[src/rtl/cmp_zelg_seq_if.sv]
// Handshake and operand/result bundle for the chunked sequential comparator.
// The master side issues compare requests; the slave side is the comparator.
interface cmp_zelg_seq_if #(
  parameter int p_WIDTH = 8
);
  logic               i_start;
  logic               i_signed;
  logic [p_WIDTH-1:0] iv_x;
  logic [p_WIDTH-1:0] iv_y;
  logic               o_busy;
  logic               o_done;
  logic               o_zero;
  logic               o_equal;
  logic               o_less;
  logic               o_greater;

  modport master (
    output i_start, i_signed, iv_x, iv_y,
    input  o_busy, o_done, o_zero, o_equal, o_less, o_greater
  );

  modport slave (
    input  i_start, i_signed, iv_x, iv_y,
    output o_busy, o_done, o_zero, o_equal, o_less, o_greater
  );
endinterface

[src/rtl/cmp_zelg_seq.sv]
// Sequential zero/equal/less/greater comparator.
// Walks the operands p_CHUNK bits per clock from the MSB chunk downwards and
// stops at the first chunk that differs. Signed mode flips the sign bit of
// both operands so that a plain unsigned chunk compare gives the signed order.
module cmp_zelg_seq #(
  parameter int p_WIDTH = 8,
  parameter int p_CHUNK = 2
) (
  input logic            i_clk,
  input logic            i_rst,
  cmp_zelg_seq_if.slave  bus
);

  localparam int N     = p_WIDTH / p_CHUNK;
  localparam int IDX_W = (N > 1) ? $clog2(N) : 1;
  localparam logic [IDX_W-1:0]   LAST_IDX  = IDX_W'(N - 1);
  localparam logic [p_WIDTH-1:0] SIGN_MASK = p_WIDTH'(1) << (p_WIDTH - 1);

  typedef enum logic [1:0] {
    IDLE,
    RUN,
    DONE
  } state_t;

  state_t state;
  state_t state_next;

  logic [p_WIDTH-1:0] x_raw;
  logic [p_WIDTH-1:0] y_raw;
  logic [p_WIDTH-1:0] x_adj;
  logic [p_WIDTH-1:0] y_adj;
  logic               mode;
  logic [IDX_W-1:0]   idx;
  logic               any_set;

  logic [p_CHUNK-1:0] x_chunk;
  logic [p_CHUNK-1:0] y_chunk;
  logic [p_CHUNK-1:0] x_chunk_raw;

  logic zero;
  logic equal;
  logic less;
  logic greater;
  logic zero_next;
  logic equal_next;
  logic less_next;
  logic greater_next;

  logic load;
  logic step;
  logic finish;

  // Sign-bit inversion maps two's-complement order onto unsigned order.
  assign x_adj = mode ? (x_raw ^ SIGN_MASK) : x_raw;
  assign y_adj = mode ? (y_raw ^ SIGN_MASK) : y_raw;

  // Current chunk is selected by shifting, so the index width never matters.
  assign x_chunk     = p_CHUNK'(x_adj >> (int'(idx) * p_CHUNK));
  assign y_chunk     = p_CHUNK'(y_adj >> (int'(idx) * p_CHUNK));
  assign x_chunk_raw = p_CHUNK'(x_raw >> (int'(idx) * p_CHUNK));

  assign bus.o_busy    = (state == RUN);
  assign bus.o_done    = (state == DONE);
  assign bus.o_zero    = zero;
  assign bus.o_equal   = equal;
  assign bus.o_less    = less;
  assign bus.o_greater = greater;

  // State register; reset aborts any compare in flight.
  always_ff @(posedge i_clk or posedge i_rst) begin
    if (i_rst) begin
      state <= IDLE;
    end else begin
      state <= state_next;
    end
  end

  // Next-state decode and the flag values to capture when a compare resolves.
  always_comb begin
    state_next   = state;
    load         = 1'b0;
    step         = 1'b0;
    finish       = 1'b0;
    zero_next    = zero;
    equal_next   = equal;
    less_next    = less;
    greater_next = greater;
    case (state)
      IDLE: begin
        if (bus.i_start) begin
          load       = 1'b1;
          state_next = RUN;
        end
      end
      RUN: begin
        if (x_chunk != y_chunk) begin
          finish       = 1'b1;
          state_next   = DONE;
          less_next    = (x_chunk < y_chunk);
          greater_next = (x_chunk > y_chunk);
          equal_next   = 1'b0;
          zero_next    = 1'b0;
        end else if (idx == '0) begin
          finish       = 1'b1;
          state_next   = DONE;
          equal_next   = 1'b1;
          less_next    = 1'b0;
          greater_next = 1'b0;
          zero_next    = ~(any_set | (|x_chunk_raw));
        end else begin
          step = 1'b1;
        end
      end
      DONE: begin
        state_next = IDLE;
      end
      default: begin
        state_next = IDLE;
      end
    endcase
  end

  // Operand capture on start, then chunk index walk and raw-X OR accumulation.
  always_ff @(posedge i_clk or posedge i_rst) begin
    if (i_rst) begin
      x_raw   <= '0;
      y_raw   <= '0;
      mode    <= 1'b0;
      idx     <= '0;
      any_set <= 1'b0;
    end else if (load) begin
      x_raw   <= bus.iv_x;
      y_raw   <= bus.iv_y;
      mode    <= bus.i_signed;
      idx     <= LAST_IDX;
      any_set <= 1'b0;
    end else if (step) begin
      idx     <= idx - 1'b1;
      any_set <= any_set | (|x_chunk_raw);
    end
  end

  // Result flags change only when a compare resolves and then hold.
  always_ff @(posedge i_clk or posedge i_rst) begin
    if (i_rst) begin
      zero    <= 1'b0;
      equal   <= 1'b0;
      less    <= 1'b0;
      greater <= 1'b0;
    end else if (finish) begin
      zero    <= zero_next;
      equal   <= equal_next;
      less    <= less_next;
      greater <= greater_next;
    end
  end

endmodule

[src/flat_wrapper.sv]
// flat-port wrapper written by rule: the top's interface ports become plain ports
module cmp_zelg_seq_flat 
#(
  parameter int p_WIDTH = 8,
  parameter int p_CHUNK = 2
)
  (i_clk, i_rst, bus_i_start, bus_i_signed, bus_iv_x, bus_iv_y, bus_o_busy, bus_o_done, bus_o_zero, bus_o_equal, bus_o_less, bus_o_greater);
  cmp_zelg_seq_if #(.p_WIDTH(p_WIDTH)) bus_i ();
  input logic i_clk;
  input logic i_rst;
  input wire logic [$bits(bus_i.i_start)-1:0] bus_i_start;
  input wire logic [$bits(bus_i.i_signed)-1:0] bus_i_signed;
  input wire logic [$bits(bus_i.iv_x)-1:0] bus_iv_x;
  input wire logic [$bits(bus_i.iv_y)-1:0] bus_iv_y;
  output wire logic [$bits(bus_i.o_busy)-1:0] bus_o_busy;
  output wire logic [$bits(bus_i.o_done)-1:0] bus_o_done;
  output wire logic [$bits(bus_i.o_zero)-1:0] bus_o_zero;
  output wire logic [$bits(bus_i.o_equal)-1:0] bus_o_equal;
  output wire logic [$bits(bus_i.o_less)-1:0] bus_o_less;
  output wire logic [$bits(bus_i.o_greater)-1:0] bus_o_greater;
  assign bus_i.i_start = bus_i_start;
  assign bus_i.i_signed = bus_i_signed;
  assign bus_i.iv_x = bus_iv_x;
  assign bus_i.iv_y = bus_iv_y;
  assign bus_o_busy = bus_i.o_busy;
  assign bus_o_done = bus_i.o_done;
  assign bus_o_zero = bus_i.o_zero;
  assign bus_o_equal = bus_i.o_equal;
  assign bus_o_less = bus_i.o_less;
  assign bus_o_greater = bus_i.o_greater;
  cmp_zelg_seq #(.p_WIDTH(p_WIDTH), .p_CHUNK(p_CHUNK)) u_core (.i_clk(i_clk), .i_rst(i_rst), .bus(bus_i));
endmodule
[config.mk]
export PLATFORM = sky130hd
export DESIGN_NAME = cmp_zelg_seq_flat
export DESIGN_NICKNAME = d
export VERILOG_FILES = /design/src/rtl/cmp_zelg_seq_if.sv /design/src/rtl/cmp_zelg_seq.sv /design/src/flat_wrapper.sv
export SDC_FILE = /design/constraint.sdc
export NUM_CORES = 1
export LEC_CHECK = 0
export ABC_AREA = 1
export CAP_MARGIN = 20
export CORE_UTILIZATION = 30
export CTS_CLUSTER_SIZE = 12
export DETAILED_ROUTE_END_ITERATION = 7
export DONT_BUFFER_PORTS = 1
export PLACE_DENSITY = 0.41
export SLEW_MARGIN = 10
export SYNTH_ARGS = -nofsm -noshare
export SYNTH_HDL_FRONTEND = slang
export SYNTH_SLANG_ARGS = --single-unit
[constraint.sdc]
create_clock -name i_clk -period 1.88 [get_ports i_clk]
set_input_delay 0.094 -clock i_clk [delete_from_list [all_inputs] [get_ports i_clk]]
set_output_delay 0.094 -clock i_clk [all_outputs]
set_load 0.1 [all_outputs]
==> Yosys cells after proc, flatten, opt, wreduce, memory -nomap -nowiden <==
Index checks and enable logic that the tools add are counted.
{ "op_classes": {"n_addsub": 1, "mux": 25, "reduce_logical": 7, "n_bitwise": 4, "order_cmp": 2, "eq_ne": 5, "shift": 3} }
{ "ops": {"columns": ["operator", "count"], "rows": [
  ["8-bit by 3-bit right shift with 2-bit output", 3],
  ["1-bit two-way mux", 17],
  ["8-bit two-way mux", 2],
  ["2-bit two-way mux", 5],
  ["2-bit logical NOT", 2],
  ["2-bit one-hot mux with 2 select lines", 1],
  ["2-bit nonzero test", 2],
  ["3-bit by 1-bit != test with 1-bit output, second input constant", 1],
  ["1-bit NOT", 3],
  ["3-bit AND reduction", 1],
  ["2-bit by 1-bit equality test with 1-bit output, second input constant", 1],
  ["2-bit equality test, second input constant", 1],
  ["2-bit greater-than comparator", 1],
  ["2-bit less-than comparator", 1],
  ["2-bit != test", 1],
  ["2-bit != test, second input constant", 1],
  ["2-bit AND reduction", 1],
  ["2-bit OR reduction", 1],
  ["2-bit by 1-bit subtractor with 2-bit output, second input constant", 1],
  ["1-bit OR", 1]
]} }
{ "word_totals": {"regBits": 26, "wordCells": 57, "output_inout_bits": 6, "input_bits": 20} }

==> Longest topological paths before layout <==
{ "depth": {"word_depth": 8, "mapped_depth": 11, "depth_no_buf": 11} }

==> Least setup slack after synthesis <==
OpenSTA, ideal clock, no wires.
{ "synth_path": {"kind": "register to output", "start": "register u_core.state[1]", "end": "output port bus_o_done", "t_arrival_ns": 1.700, "stages_incl_launch_ff": 3, "n_path_buf": 0, "t_required_ns": 1.786, "slack_ns": 0.086, "cell_sequence": "dfrtp_1 inv_2 nor2_1"} }
{ "synth_between": {"elab_chain_len": 1} }
{ "synth_rtl": {"columns": ["item", "line", "rtl"], "rows": [
  ["start: declaration", "cmp_zelg_seq.sv:25", "state_t state;"],
  ["start signal: assignment", "cmp_zelg_seq.sv:74", "state <= state_next;"],
  ["2-bit equality test", "cmp_zelg_seq.sv:63", "assign bus.o_done = (state == DONE);"],
  ["end: declaration", "flat_wrapper.sv:16", "output wire logic [$bits(bus_i.o_done)-1:0] bus_o_done;"]
]} }
Every way passes these cells.

==> Final worst setup path <==
{ "layout_path": {"start": "register u_core.idx[1]", "end": "register u_core.any_set"} }
{ "layout_between": {"elab_chain_len": 5, "word_cells_on_any_way": 13, "classes_between": "1 x eq/ne; 3 x shift; 5 x mux; 1 x bitwise; 3 x reduce/logical"} }
{ "layout_rtl": {"columns": ["item", "line", "rtl"], "rows": [
  ["start: declaration", "cmp_zelg_seq.sv:33", "logic [IDX_W-1:0] idx;"],
  ["start signal: assignment", "cmp_zelg_seq.sv:138", "idx <= idx - 1'b1;"],
  ["8-bit by 3-bit right shift with 2-bit output (tied with other cells)", "cmp_zelg_seq.sv:58", "assign x_chunk = p_CHUNK'(x_adj >> (int'(idx) * p_CHUNK));"],
  ["2-bit != test (tied with other cells)", "cmp_zelg_seq.sv:96", "if (x_chunk != y_chunk) begin"],
  ["1-bit two-way mux / 1-bit OR (equally long branches)", "cmp_zelg_seq.sv:96, cmp_zelg_seq.sv:139", null],
  ["1-bit two-way mux (on tied branches)", "cmp_zelg_seq.sv:88, cmp_zelg_seq.sv:137", null],
  ["2-bit nonzero test (no line) / 1-bit two-way mux (equally long branches)", null, null],
  ["end signal: assignment", "cmp_zelg_seq.sv:139", "any_set <= any_set | (|x_chunk_raw);"],
  ["end: declaration", "cmp_zelg_seq.sv:34", "logic any_set;"]
]} }
Parallel ways exist; a longest one is shown, timed or not. The select of a mux whose other input is x is not followed.
A chain may end at the register's enable or synchronous reset.

==> results.py <==
metrics = {
    "run_status": {
        "outcome": "complete, no violations",
    },
    "sta": {
        "min_period_over_period_pct": 93.7,
        "maxSlewHeadroom_pct": 72.4,
        "holdWs_ns": 0.234,
        "layout_min_cycle_time_ns": 1.76,
        "tightest_slew_ns": 0.413,
        "slew_violations": 0,
        "fmax_mhz": 567,
        "setup_viol": 0,
        "hold_viol_final": 0,
        "skew_ns": 0.00355,
    },
    "clock_network": {
        "cts_tree": "built",
        "clockBufferDepth": 2,
        "cts.htree.levels": 1,
        "clock-root-buffer": "clkbuf_8",
        "clkLatencyLatePin_ns": 0.26,
        "cts_sinks": 26,
        "numCtsBuffers": 3,
        "clk_pin_slew_ns": 0.08,
    },
    "logic_synthesis": {
        "yosys_most_used_dff": "dfrtp_1",
        "netlist_area_um2": 1290,
        "synthArstFlopShare_pct": 100,
        "post_synth_inst_count": 153,
        "yosys.area.top_type": "dfrtp_1",
        "synth_edf_count": 0,
        "syn_avg_cell_area_um2": 8.41,
        "yosysMostFrequentCell": "nand2_1",
        "ys_seq_elements": 26,
        "synth.net_count": 176,
        "ys_types": 23,
        "ys_seq_area_share_pct": 50.6,
        "synth.area.top_cells": "dfrtp_1 (51%), nand2_1 (20%), nand3_1 (3.1%)",
        "yosys-top-cells-count": "nand2_1 (67), dfrtp_1 (26), nand3_1 (8)",
        "synth_top_cell_area_share_pct": 50.6,
        "yosys_warnings": 0,
    },
    "global_routing": {
        "grt_max_degree": 27,
        "first_global_vias": 1069,
        "grt_usage_pct": 14.0,
        "grt_pass1_wl_um": 4660,
        "antenna_found_initial": 0,
        "grt.overflow.total": 0,
    },
    "setup_path": {
        "worstPathArrival_ns": 1.91,
        "crit_type": "reg -> reg",
        "worstPathMaxFanout": 6,
        "r2r_end": "u_core.any_set",
        "end_kind": "register",
        "cp_data_required_time_ns": 2.03,
        "reg2reg_depth": 10,
        "r2r_slack_ns": 0.12,
        "cp-start-kind": "register",
        "worstReg2RegStart": "u_core.idx[1]",
        "startpoint": "u_core.idx[1]",
        "worstSetupEndpoint": "u_core.any_set",
    },
    "routing": {
        "ant_nets": 0,
        "wl_um": 2850,
        "routedWlPerCell_um": 12.2,
        "drtIter0Drc": 41,
        "via_per_inst": 4.42,
        "drc_errors": 0,
        "num_vias": 1029,
        "drtPass1Iterations": 4,
    },
    "place": {
        "hpwl_um": 1890,
        "port_buffers": 0,
        "gp_congestion": 0.831,
    },
    "cells_and_area": {
        "antennaDiodeCount": 0,
        "nNetsFinal": 208,
        "postLayoutCoreUtil_pct": 42.1,
        "final_layout_size_suffix_gt1_share_pct": 23.0,
        "area_growth_pct": 32.9,
        "nFillCells": 428,
    },
    "pwr": {
        "power.leakage_nw": 0.853,
        "p_per_area_nw_per_um2": 2010,
        "peakVddDrop_v": 0.000516,
    },
    "floorplanning": {
        "start_util_pct": 31.7,
        "fp-row-count": 23,
        "core_area_um2": 4060,
        "die-area_um2": 4550,
        "ioPinCount": 26,
        "die_h_um": 67.5,
        "fp.dieW_um": 67.5,
    },
    "hold_path": {
        "hp-class": "in -> reg",
    },
    "job": {
        "maxCapViolCount": 0,
    },
}
-- cells in the final DEF (no fill, tap or decap) --
| cell | netlist | layout |
|---|---|---|
| nand2_2 | 4 | 1 |
| inv_2 | 5 | 4 |
| a21oi_1 | 4 | 2 |
| nor3_2 | 1 | 2 |
| nand2_1 | 67 | 67 |
| nand3_1 | 8 | 7 |
| ha_1 | 3 | 1 |
| o21ai_2 | 3 | 3 |
| nor2_2 | 0 | 1 |
| clkbuf_8 | 0 | 3 |
| nand2_4 | 0 | 3 |
| a21oi_2 | 0 | 2 |
| o21ai_1 | 2 | 3 |
| inv_4 | 0 | 1 |
| o21ai_4 | 1 | 1 |
| a21boi_2 | 0 | 1 |
| nand3_2 | 0 | 1 |
| dlygate4sd3_1 | 0 | 18 |
| dfrtp_2 | 0 | 1 |
| buf_6 | 3 | 2 |
| nand3_4 | 1 | 1 |
| ha_4 | 0 | 2 |
| buf_4 | 1 | 11 |
| inv_1 | 7 | 7 |
| xor2_1 | 1 | 1 |
| o21ai_0 | 5 | 4 |
| dfrtp_1 | 26 | 25 |
| xnor2_1 | 1 | 1 |
| nor2_4 | 1 | 2 |
| o22ai_1 | 1 | 1 |
| nor2_1 | 6 | 4 |
-- what timing repair did --
action	CTS	global route
hold buffers	18	0
endpoints found under the hold margin	43	0
pin swaps	0	4
gates resized for setup	1	19
buffers inserted	0	4
endpoints found under the setup margin	1	8
-- through the flow --
stage                     power, mW  cell area, um2  setup WS, ns  setup TNS (ns)  std cells
after floorplan                2.38            1290        0.0862               0        153
after global placement         2.70            1380        0.0457               0        208
after detailed placement       2.71            1380        0.0314               0        208
after CTS                      3.07            1600        0.0199               0        229
after global routing           3.75            1710      -0.00604        -0.00755        233
final                          3.43            1710         0.118               0        233
-- state kept, by name (all words and copies together) (netlist names) --
register and count:
u_core.x_raw 8, u_core.y_raw 8, u_core.idx 2, u_core.state 2, u_core.any_set 1, u_core.bus.o_equal 1
u_core.bus.o_greater 1, u_core.bus.o_less 1, u_core.bus.o_zero 1, u_core.mode 1
-- worst min path at each step --
stage               cells after the start         from         endpoint  slack, ns
detailed placement                      2        i_rst  u_core.x_raw[4]       0.07
global placement                        2        i_rst  u_core.x_raw[4]       0.06
CTS                                     4  bus_i_start  u_core.x_raw[1]       0.23
floorplan                               1        i_rst   u_core.any_set       0.13
finish                                  3  bus_i_start  u_core.state[0]       0.23
global route                            3  bus_i_start  u_core.state[0]       0.24
-- logic make-up after synthesis --
kind of cell / count (synthesis) / share of synthesized area (%)
compound gates: 17 / 8.66
fa+ha+maj: 3 / 2.92
simple gates: 89 / 29.8
buf+inv: 16 / 6.71
xor+xnor: 2 / 1.36
flops: 26 / 50.6
-- final cells by class --
type                            instances  area [um2]  share of cell area [%]
Tap cell                               50        62.6                    3.66
Sequential cell                        26         652                    38.1
Multi-Input combinational cell        111         621                    36.3
Inverter                               12        47.5                    2.78
Timing Repair Buffer                   31         285                    16.7
Clock buffer                            3        41.3                    2.42
-- metal layers --
| metal | GRT usage (%) | share of wire, % | vias to the layer above |
|---|---|---|---|
| met4 | 4.79 | 0.63 | 0 |
| met5 | 0 | 0 | - |
| met2 | 23.5 | 49 | 13 |
| met1 | 18.1 | 48 | 477 |
| li1 | - | - | 537 |
| met3 | 2.03 | 2.5 | 2 |
-- critical path: stages (launching register included) --
cell and delay, ns:
dfrtp_2 0.47, inv_2 0.13, o21ai_0 0.10, o22ai_1 0.26, ha_4 0.26, nand2_4 0.10, nor2_4 0.05, nand2_4 0.09
nand2_4 0.06, nand3_1 0.08, nand2_1 0.06
-- power breakdown --
part | total, mW | leakage (nW) | switching, mW | internal [mW]
combinational | 2.14 | 0.512 | 1.37 | 0.771
clock | 0.295 | 0.0216 | 0.152 | 0.143
sequential | 0.997 | 0.320 | 0.172 | 0.825
total | 3.43 | 0.853 | 1.69 | 1.74
Power figures use the tool's default switching activity.
